## src/rtl/reflet_int_ctrl.sv

```systemverilog
// reflet_int_ctrl: prioritised interrupt controller for one reflet_cpu ext_int line.
// Each source is synchronised, then captured as an edge- or level-triggered pending
// bit. A per-channel mask selects which pending bits raise int_req. Software sees
// four registers in a small bus window starting at base_addr:
//   +0 PENDING (write-1-to-clear)
//   +1 MASK
//   +2 MODE (1 = edge)
//   +3 ID (read-only)
module reflet_int_ctrl #(
  parameter int wordsize = 8,
  parameter int channels = 8,
  parameter logic [wordsize-1:0] base_addr = 'h80
) (
  input  logic                clk,
  input  logic                reset,
  input  logic                enable,
  input  logic [channels-1:0] irq_in,
  input  logic [wordsize-1:0] addr,
  input  logic [wordsize-1:0] data_in,
  input  logic                write_en,
  output logic [wordsize-1:0] data_out,
  output logic                int_req
);

  localparam logic [wordsize-1:0] addr_pending = base_addr;
  localparam logic [wordsize-1:0] addr_mask    = base_addr + wordsize'(1);
  localparam logic [wordsize-1:0] addr_mode    = base_addr + wordsize'(2);
  localparam logic [wordsize-1:0] addr_id      = base_addr + wordsize'(3);

  logic [channels-1:0] s1_reg, s2_reg, s3_reg;
  logic [channels-1:0] pending_reg, pending_next;
  logic [channels-1:0] mask_reg, mode_reg;
  logic [channels-1:0] edge_set, clr_req, active;
  logic [wordsize-1:0] id_value, rd_data;
  logic                wr_pending, wr_mask, wr_mode;

  // Bus writes are only honoured while the CPU side is enabled.
  assign wr_pending = enable & write_en & (addr == addr_pending);
  assign wr_mask    = enable & write_en & (addr == addr_mask);
  assign wr_mode    = enable & write_en & (addr == addr_mode);

  assign edge_set = s2_reg & ~s3_reg;
  assign clr_req  = wr_pending ? data_in[channels-1:0] : '0;
  assign active   = pending_reg & mask_reg;

  // Per-channel capture: edge mode sets on a rising synchronised sample and holds
  // until cleared (a set in the same cycle as a clear wins); level mode simply
  // mirrors the synchronised input and ignores clears.
  generate
    for (genvar gi = 0; gi < channels; gi++) begin : g_capture
      assign pending_next[gi] = mode_reg[gi]
                              ? (edge_set[gi] | (pending_reg[gi] & ~clr_req[gi]))
                              : s2_reg[gi];
    end
  endgenerate

  // Two-flop synchroniser plus a history flop; runs regardless of enable.
  always_ff @(posedge clk or negedge reset) begin
    if (!reset) begin
      s1_reg <= '0;
      s2_reg <= '0;
      s3_reg <= '0;
    end else begin
      s1_reg <= irq_in;
      s2_reg <= s1_reg;
      s3_reg <= s2_reg;
    end
  end

  // Pending capture keeps running while enable is low so no event is lost.
  always_ff @(posedge clk or negedge reset) begin
    if (!reset) pending_reg <= '0;
    else        pending_reg <= pending_next;
  end

  // Software-owned MASK and MODE registers.
  always_ff @(posedge clk or negedge reset) begin
    if (!reset) begin
      mask_reg <= '0;
      mode_reg <= '1;
    end else begin
      if (wr_mask) mask_reg <= data_in[channels-1:0];
      if (wr_mode) mode_reg <= data_in[channels-1:0];
    end
  end

  // Lowest-numbered enabled pending channel wins; all-ones when none.
  always_comb begin
    id_value = '1;
    for (int i = channels - 1; i >= 0; i--) begin
      if (active[i]) id_value = wordsize'(i);
    end
  end

  // Read mux; unimplemented upper bits read as zero, outside the window reads 0
  // so the result can be OR-ed onto the shared bus.
  always_comb begin
    rd_data = '0;
    if (addr == addr_pending)   rd_data[channels-1:0] = pending_reg;
    else if (addr == addr_mask) rd_data[channels-1:0] = mask_reg;
    else if (addr == addr_mode) rd_data[channels-1:0] = mode_reg;
    else if (addr == addr_id)   rd_data = id_value;
  end

  // Registered bus read data and interrupt request; both hold while disabled.
  always_ff @(posedge clk or negedge reset) begin
    if (!reset) begin
      data_out <= '0;
      int_req  <= 1'b0;
    end else if (enable) begin
      data_out <= rd_data;
      int_req  <= |active;
    end
  end

endmodule

```

## config.mk

```make
export PLATFORM = sky130hd
export DESIGN_NAME = reflet_int_ctrl
export DESIGN_NICKNAME = d
export VERILOG_FILES = /design/src/rtl/reflet_int_ctrl.sv
export SDC_FILE = /design/constraint.sdc
export NUM_CORES = 1
export LEC_CHECK = 0
export CORE_ASPECT_RATIO = 1.5
export CORE_UTILIZATION = 50
export CTS_CLUSTER_DIAMETER = 40
export DETAILED_ROUTE_END_ITERATION = 12
export PLACE_DENSITY = 0.79
export SLEW_MARGIN = 25
export SYNTH_ARGS = -nofsm -noshare
export SYNTH_HDL_FRONTEND = slang
export SYNTH_SLANG_ARGS = --single-unit
```

## constraint.sdc

```tcl
create_clock -name clk -period 2 [get_ports clk]
set_input_delay 0.4 -clock clk [delete_from_list [all_inputs] [get_ports clk]]
set_output_delay 0.4 -clock clk [all_outputs]
set_load 0.02 [all_outputs]
```

After elaboration in Yosys (flattened, before gate mapping)
Cells that the tools add are included.
W data, S select, Z words.
- register bits: 57
- equality and inequality tests: 4
- muxes and demuxes: 21
- bitwise operators: 31
- reductions and logical operators: 1
- operators with widths (operator ; count):
    $mux W8 ; 13
    $eq A8 B8 Y1 const B ; 4
    $and A8 B8 Y8 ; 2
    $and A1 B1 Y1 ; 12
    $mux W1 ; 8
    $not A1 Y1 ; 8
    $not A8 Y8 ; 1
    $or A1 B1 Y1 ; 8
    $reduce_or A8 Y1 ; 1

Logic depth before layout (Yosys ltp)
Gate-level depths: netlist of run 1.
- depth in word-level cells: 13
- gate-level depth with buffers: 6
- mapped depth without buffers: 5

Worst setup path after synthesis of run 1
OpenSTA, ideal clock, no wires.
- kind: in2reg
- start: input addr[5]
- end: register mask_reg[0]
- data arrival time: 1811 ps
- slack: 64 ps
- cell stages on the path: 5
- buffers on the path: 0
- cell sequence: or4b_4 > nor3_4 > and3_4 > nand3b_4 > mux2_4
- cells in the longest elaborated chain, start to end: 2
- RTL lines (item ; RTL line ; RTL):
    from (decl) ; 18 ; input logic [wordsize-1:0] addr,
    $eq A8 B8 Y1 ; 39 ; assign wr_mask = enable & write_en & (addr == addr_mask);
    $and A1 B1 Y1 ; 39 ;
    to (signal assigned) ; 82 ; if (wr_mask) mask_reg <= data_in[channels-1:0];
    to (decl) ; 32 ; logic [channels-1:0] mask_reg, mode_reg;
No other way between the ends.
A chain may end at the register's enable or synchronous reset.

Worst setup path after layout of run 1
- start: input addr[6]
- end: register mask_reg[4]
Same word-level chain as after synthesis.

==> run metrics, run 1 <==
Die Span Y=86.19 um; RSZ-0062 raised after global routing=no; Post-synth EDFFs=0; setup violators final=0; status=finished, final reports clean; mapped cell area=0.002362 sq mm; # port buffers=36; Starting Density=0.5201; worst hold path class=in -> async; nets=256; dpl ws=-0.4259 ns; Rel. slew slack=0.8033; Peak Freq=0.5224 GHz; Avg Vias per Cell=5.498; share of synthesized flip-flops with an asynchronous set or reset=1.000; # diodes=0; endpoint class of the critical path=flip-flop; P&R area growth vs syn=29.93%; Worst R2R Start=mask_reg[1]$_DFFE_PN0P_; Synth Area per Inst=12.98 sq um; total die area=0.005009 sq mm; Clock transition at path regs=0.06 ns; # hold bufs at CTS=0; CP max stage delay=0.54 ns; CP startpoint=addr[6]; Total GRT Usage=0.2172; Slew @ Worst Pin=0.2913 ns; CTS max path bufs=2; peak supply drop=0.6409 mV; share of layout cells above drive strength 1=0.2318; wire per inst=15.24 um; power per cell area=867.0 mW/mm^2; global placer's final weighted congestion=0.8102; #FFs+latches synth=57; final count of hold timing violations=0; register area share after synthesis=0.6081; drt drc=0; fill cell count=354; setup ws final=0.08575 ns; CP endpoint=mask_reg[4]$_DFFE_PN0P_; Clock Tree Root=clkbuf_8; initial DRC count=42; Post-CTS Setup Inserts=0; largest net degree at the start of global routing=58; Reg2Reg Depth=5; critical path peak fanout=8; main area contributors after synthesis=dfrtp_1 52%, mux2_4 10%, dfstp_2 8.9%, a32o_1 3.8%, nand2_1 3.3%; multi-input logic area=865.8 sq um; Skew-Pair Late Insertion Delay=0.34 ns; static leakage=0.001329 uW; initial antenna violation count=0; Slew Limit Fails=0; total negative slack=0 ns; Slowest-stage cell, CP=or4b_4; Worst Path Buf+Inv=1; cell count after synthesis=182; TritonCTS Sinks=57; Levels on crit path=6; Worst path top cell family by delay=simple AND/OR/NAND/NOR gates; commonest non-fill, non-tap cell in the layout=dfrtp_1; max cap viols=0; syn nets=210; critical path class=in -> reg; Tcrit/Tclk final=0.9571; internal reg-to-reg setup slack=0.41 ns; row count=30; Layout Skew=0.006999 ns; Remaining Overflow, GRT=0; Data arrival, critical path=2.14 ns; TritonRoute pass-1 iters=4; register area=0.001436 sq mm; top_reg_cell synth=dfrtp_1; Die X=58.12 um; htree depth=3; crit path time final=1.914 ns; first-pass GRT wire length=7.790 mm; vias in the first global route=1648; ANT nets after route=0; crit-path cells=dlygate4sd2_1 -> or4b_4 -> nor3_4 -> and3_4 -> nand3b_4 -> mux2_4; CP Launch Type=input pin; most frequent cells in the layout=49 x dfrtp_1, 31 x clkdlybuf4s50_1, 21 x nand2_1; CTS tree=built; r2r endpoint=data_out[6]$_DFFE_PN0P_; CTS buffer count=9; Synth warnings=0; Worst Path Required=2.22 ns; area leader, netlist=dfrtp_1; total wire length after detailed routing=4.527 mm; post-DP HPWL=3.176 mm; IO Pins=37; Yosys cell types=29; Via Count=1633; Yosys top cell area share=0.5191; Core ar.=0.004542 sq mm
[worst reg2reg max path: stages, from the launching register on]
cell and delay [ns]:
dfrtp_1 0.42, a22oi_1 0.31, and4_1 0.26, nand4_1 0.22, nand3_1 0.14, o221a_1 0.18
[power by group]
group	leakage, uW	switching [uW]	total, uW	internal (uW)
Clock	0.000115	446	1210	764
Combinational	0.000532	92.5	207	114
Sequential	0.000682	34.8	1240	1210
[cell families (layout without fill, tap and decap cells)]
family / count (synthesis) / in the layout / share of synthesized area
and+or+nand+nor: 55 / 55 / 0.1377
AOI/OAI and AO/OA: 39 / 39 / 0.1271
DFF: 57 / 57 / 0.6081
muxes: 16 / 16 / 0.1017
buffers and inverters: 15 / 66 / 0.02542
[synthesized netlist by cell type, types with 2 or more instances]
master    instances
nand4_1           4
nor2b_1           7
nand3b_4          2
o21ai_0           6
a22oi_1           4
inv_1             7
nand3_1           9
dfrtp_1          49
buf_2             3
dfstp_2           8
and4_1            2
nand2_1          21
a32o_1            9
clkbuf_1          4
mux2_4           16
nor2_1            4
o221a_1           5
nand2b_1          3
a21oi_1           9
[area by class of cell]
cell class | instances | area share
clock inverters | 5 | 0.02528
well taps | 64 | 0.02609
clock buffers | 11 | 0.04933
multi-input cells | 110 | 0.2821
repair buffers | 43 | 0.1406
flip-flops and latches | 57 | 0.4680
inverters | 7 | 0.008561
[through the flow]
stage | cell area, sq um | power [uW] | instances | hold WS, ns | utilization
global route | 3069 | 2755 | 297 | 0.07028 | 0.6758
finish | 3069 | 2661 | 297 | 0.04312 | 0.6758
detailed placement | 2841 | 1476 | 281 | 0.3358 | 0.6256
global placement | 2841 | 1467 | 281 | 0.3315 | 0.6256
floorplan | 2362 | 1341 | 182 | 0.1044 | -
CTS | 3065 | 2697 | 297 | 0.04485 | 0.6749
[worst min-delay path by stage]
stage / startpoint / end / slack [ns] / cells past startpoint
floorplan: reset / data_out[0]$_DFFE_PN0P_ / 0.10 / 0
global placement: s1_reg[4]$_DFF_PN0_ / s2_reg[4]$_DFF_PN0_ / 0.33 / 0
detailed placement: s1_reg[4]$_DFF_PN0_ / s2_reg[4]$_DFF_PN0_ / 0.34 / 0
CTS: reset / mask_reg[1]$_DFFE_PN0P_ / 0.04 / 2
global route: reset / data_out[3]$_DFFE_PN0P_ / 0.07 / 2
finish: reset / pending_reg[1]$_DFF_PN0_ / 0.04 / 2
[layer usage]
layer	global-route usage	vias up	wire length [um]
li1	-	761	-
met3	0.03881	16	238
met2	0.3417	57	2288
met5	0	-	0
met1	0.2482	799	1830
met4	0.1948	0	170
[timing repair]
item                                    CTS  global route
endpoints found under the setup margin   30             4
gates resized for setup                   4             1
hold endpoints to repair                  0             0
pin swaps                                 3             4
Power figures use the tool's default switching activity.
==> run 2, diff against run 1 <==
- ABC_CLOCK_PERIOD_IN_PS: not set -> 2000
- CORE_UTILIZATION: 50 -> 30
- PLACE_DENSITY: 0.79 -> 0.54
==> run 2 against run 1 <==
Compared with the run above: wire length grew 11%; sequential share of layout area shrank 2.0 points; cell count up 13%; non-clock buffer count rose by 1; critical path depth did not move; clock-buffer cell count is 2 higher; critical path type unchanged; largest power group is now clock.
==> run metrics, run 2 (synthesized netlist as in run 1, its figures left out) <==
post-DP HPWL=3.328 mm (+4.8%); Avg Vias per Cell=4.699 (-15%); most frequent cells in the layout=49 x dfrtp_1, 31 x clkdlybuf4s50_1, 21 x nand2_1; TritonRoute pass-1 iters=4 (unchanged); Clock Tree Root=clkbuf_16; Design Area, Final=0.003209 sq mm (+4.6%); CP Launch Type=input pin; internal reg-to-reg setup slack=0.35 ns (-0.06 ns); GRT busiest layer=met2; total die area=0.008241 sq mm (+65%); nets=257 (+0.39%); Switching Share=0.2093 (-0.006145); first-pass GRT wire length=8.514 mm (+9.3%); Tcrit/Tclk final=0.9504 (-0.006686); share of layout cells above drive strength 1=0.2222 (-0.009537); Core ar.=0.007612 sq mm (+68%); Via Count=1579 (-3.3%); final count of hold timing violations=0 (unchanged); Clock Power Share=0.503 (+0.048); r2r endpoint=data_out[5]$_DFFE_PN0P_; Peak Freq=0.5261 GHz (+0.70%); total wire length after detailed routing=5.024 mm (+11%); TritonCTS Sinks=57 (unchanged); Slew @ Worst Pin=0.3093 ns (+0.01803 ns); setup violators final=0 (unchanged); CTS tree=built; Remaining Overflow, GRT=0 (unchanged); DP Area=0.002922 sq mm (+2.8%); power share of the combinational group=0.073 (-0.005); IO Pins=37 (unchanged); # diodes=0 (unchanged); crit-path cells=dlygate4sd2_1 -> or4b_4 -> nor3_4 -> and3_4 -> nand3b_4 -> mux2_4; largest net degree at the start of global routing=58 (unchanged); # port buffers=36 (unchanged); critical path class=in -> reg; Layout Skew=0.006680 ns (-0.0003189 ns); Reg2Reg Depth=5 (unchanged); Skew-Pair Late Insertion Delay=0.32 ns (-0.02 ns); Die X=74.46 um (+28%); global placer's final weighted congestion=0.7422 (-8.4%); initial DRC count=116 (+180%); initial antenna violation count=0 (unchanged); sw power=615.1 uW (+7.3%); Int Pwr=2324 uW (+11%); RSZ-0062 raised after global routing=no; Slowest-stage cell, CP=or4b_4; endpoint class of the critical path=flip-flop; P&R area growth vs syn=35.86%; # hold bufs at CTS=0 (unchanged); status=finished, final reports clean; static leakage=0.001370 uW (+3.1%); Total GRT Usage=0.1428 (-0.07441); htree depth=3 (unchanged); Starting Density=0.3103 (-0.2098); vias in the first global route=1677 (+1.8%); CTS buffer count=9 (unchanged); row count=39 (+30%); wire per inst=14.95 um (-1.9%); peak supply drop=0.4064 mV (-37%); max cap viols=0 (unchanged); drt drc=0 (unchanged); worst hold path class=in -> async; Util after Layout=0.4216 (-0.2542); Clock transition at path regs=0.05 ns (about the same); sequential share of power=0.425 (-0.043); fill cell count=743 (+110%); GR Util met1=0.1743 (-0.07395); routing usage on met2=0.2180 (-0.1237); Data arrival, critical path=2.10 ns (-0.04 ns); power per cell area=915.7 mW/mm^2 (+5.6%); M3 GR Usage=0.04000 (+0.001194); Worst R2R Start=pending_reg[3]$_DFF_PN0_; Die Span Y=110.7 um (+28%); CTS max path bufs=2 (unchanged); ANT nets after route=0 (unchanged); crit path time final=1.901 ns (-0.01337 ns); Rel. slew slack=0.7938 (-0.009555); Post-CTS Setup Inserts=0 (unchanged); Slew Limit Fails=0 (unchanged); CP max stage delay=0.49 ns (-0.05 ns); critical path peak fanout=8 (unchanged); commonest non-fill, non-tap cell in the layout=dfrtp_1; Worst Path Required=2.20 ns (-0.02 ns)
run 2: changes by cell type in the layout (fill, tap and decap cells not counted), moves of 2 or more:
cell,change
buf_12,+2
clkbuf_1,+3
clkbuf_16,+9
clkbuf_8,-10
clkdlybuf4s15_1,+2
dlygate4sd2_1,-2
run 2: area by class of cell:
| type | count | area (sq um) | share of cell area |
|---|---|---|---|
| multi-input combinational | 110 | 865.8 | 0.2698 |
| clock inverter | 3 | 40.04 | 0.01248 |
| timing repair buffer | 44 | 462.9 | 0.1442 |
| inverter | 7 | 26.28 | 0.008187 |
| tap | 102 | 127.6 | 0.03977 |
| clock buffer | 13 | 250.2 | 0.07797 |
| sequential | 57 | 1436 | 0.4476 |
run 2: timing repair:
item,in CTS,in global routing
pin swaps,3,2
gates cloned,0,0
setup endpoints to repair,30,9
resized for setup,6,0
run 2: worst max path at each step:
stage          startpoint                      end  cells after the start
3_3_place_gp      addr[5]  mask_reg[1]$_DFFE_PN0P_                      6
4_1_cts           addr[4]  mask_reg[4]$_DFFE_PN0P_                      6
5_1_grt           addr[4]  mask_reg[7]$_DFFE_PN0P_                      6
6_report          addr[4]  mask_reg[4]$_DFFE_PN0P_                      6
2_1_floorplan     addr[5]  mask_reg[0]$_DFFE_PN0P_                      5
3_5_place_dp      addr[4]  mask_reg[4]$_DFFE_PN0P_                      6
run 2: metal layers:
metal / vias up / part of all wire
met5: - / 0
met4: 0 / 0.018
met3: 7 / 0.039
met2: 34 / 0.49
met1: 776 / 0.45
li1: 762 / -
run 2: worst max-delay path: cells and delay by family:
family / cells / cell delay, ns
simple gates: 4 / 1.11
mux: 1 / 0.35
buf+inv: 1 / 0.23
run 2: power groups by stage:
stage / Clock, uW / Sequential [uW] / Combinational (uW)
4_1_cts: 1510 / 1250 / 218
5_1_grt: 1570 / 1250 / 234
6_report: 1480 / 1250 / 213
3_5_place_dp: 0 / 1270 / 219
2_1_floorplan: 0 / 1270 / 74.4
3_3_place_gp: 0 / 1260 / 216
run 2: per-stage QoR:
| stage | total power (uW) | cells | setup slack (ns) | hold slack, ns | setup TNS, ns |
|---|---|---|---|---|---|
| after global placement | 1480 | 320 | -0.4253 | 0.3317 | -11.14 |
| after CTS | 2980 | 336 | 0.01737 | 0.08495 | 0 |
| after detailed placement | 1485 | 320 | -0.4552 | 0.3347 | -12.16 |
| final | 2939 | 336 | 0.09912 | 0.06951 | 0 |
| after global routing | 3059 | 336 | 0.04959 | 0.09082 | 0 |
| after floorplan | 1341 | 182 | 0.06415 | 0.1044 | 0 |
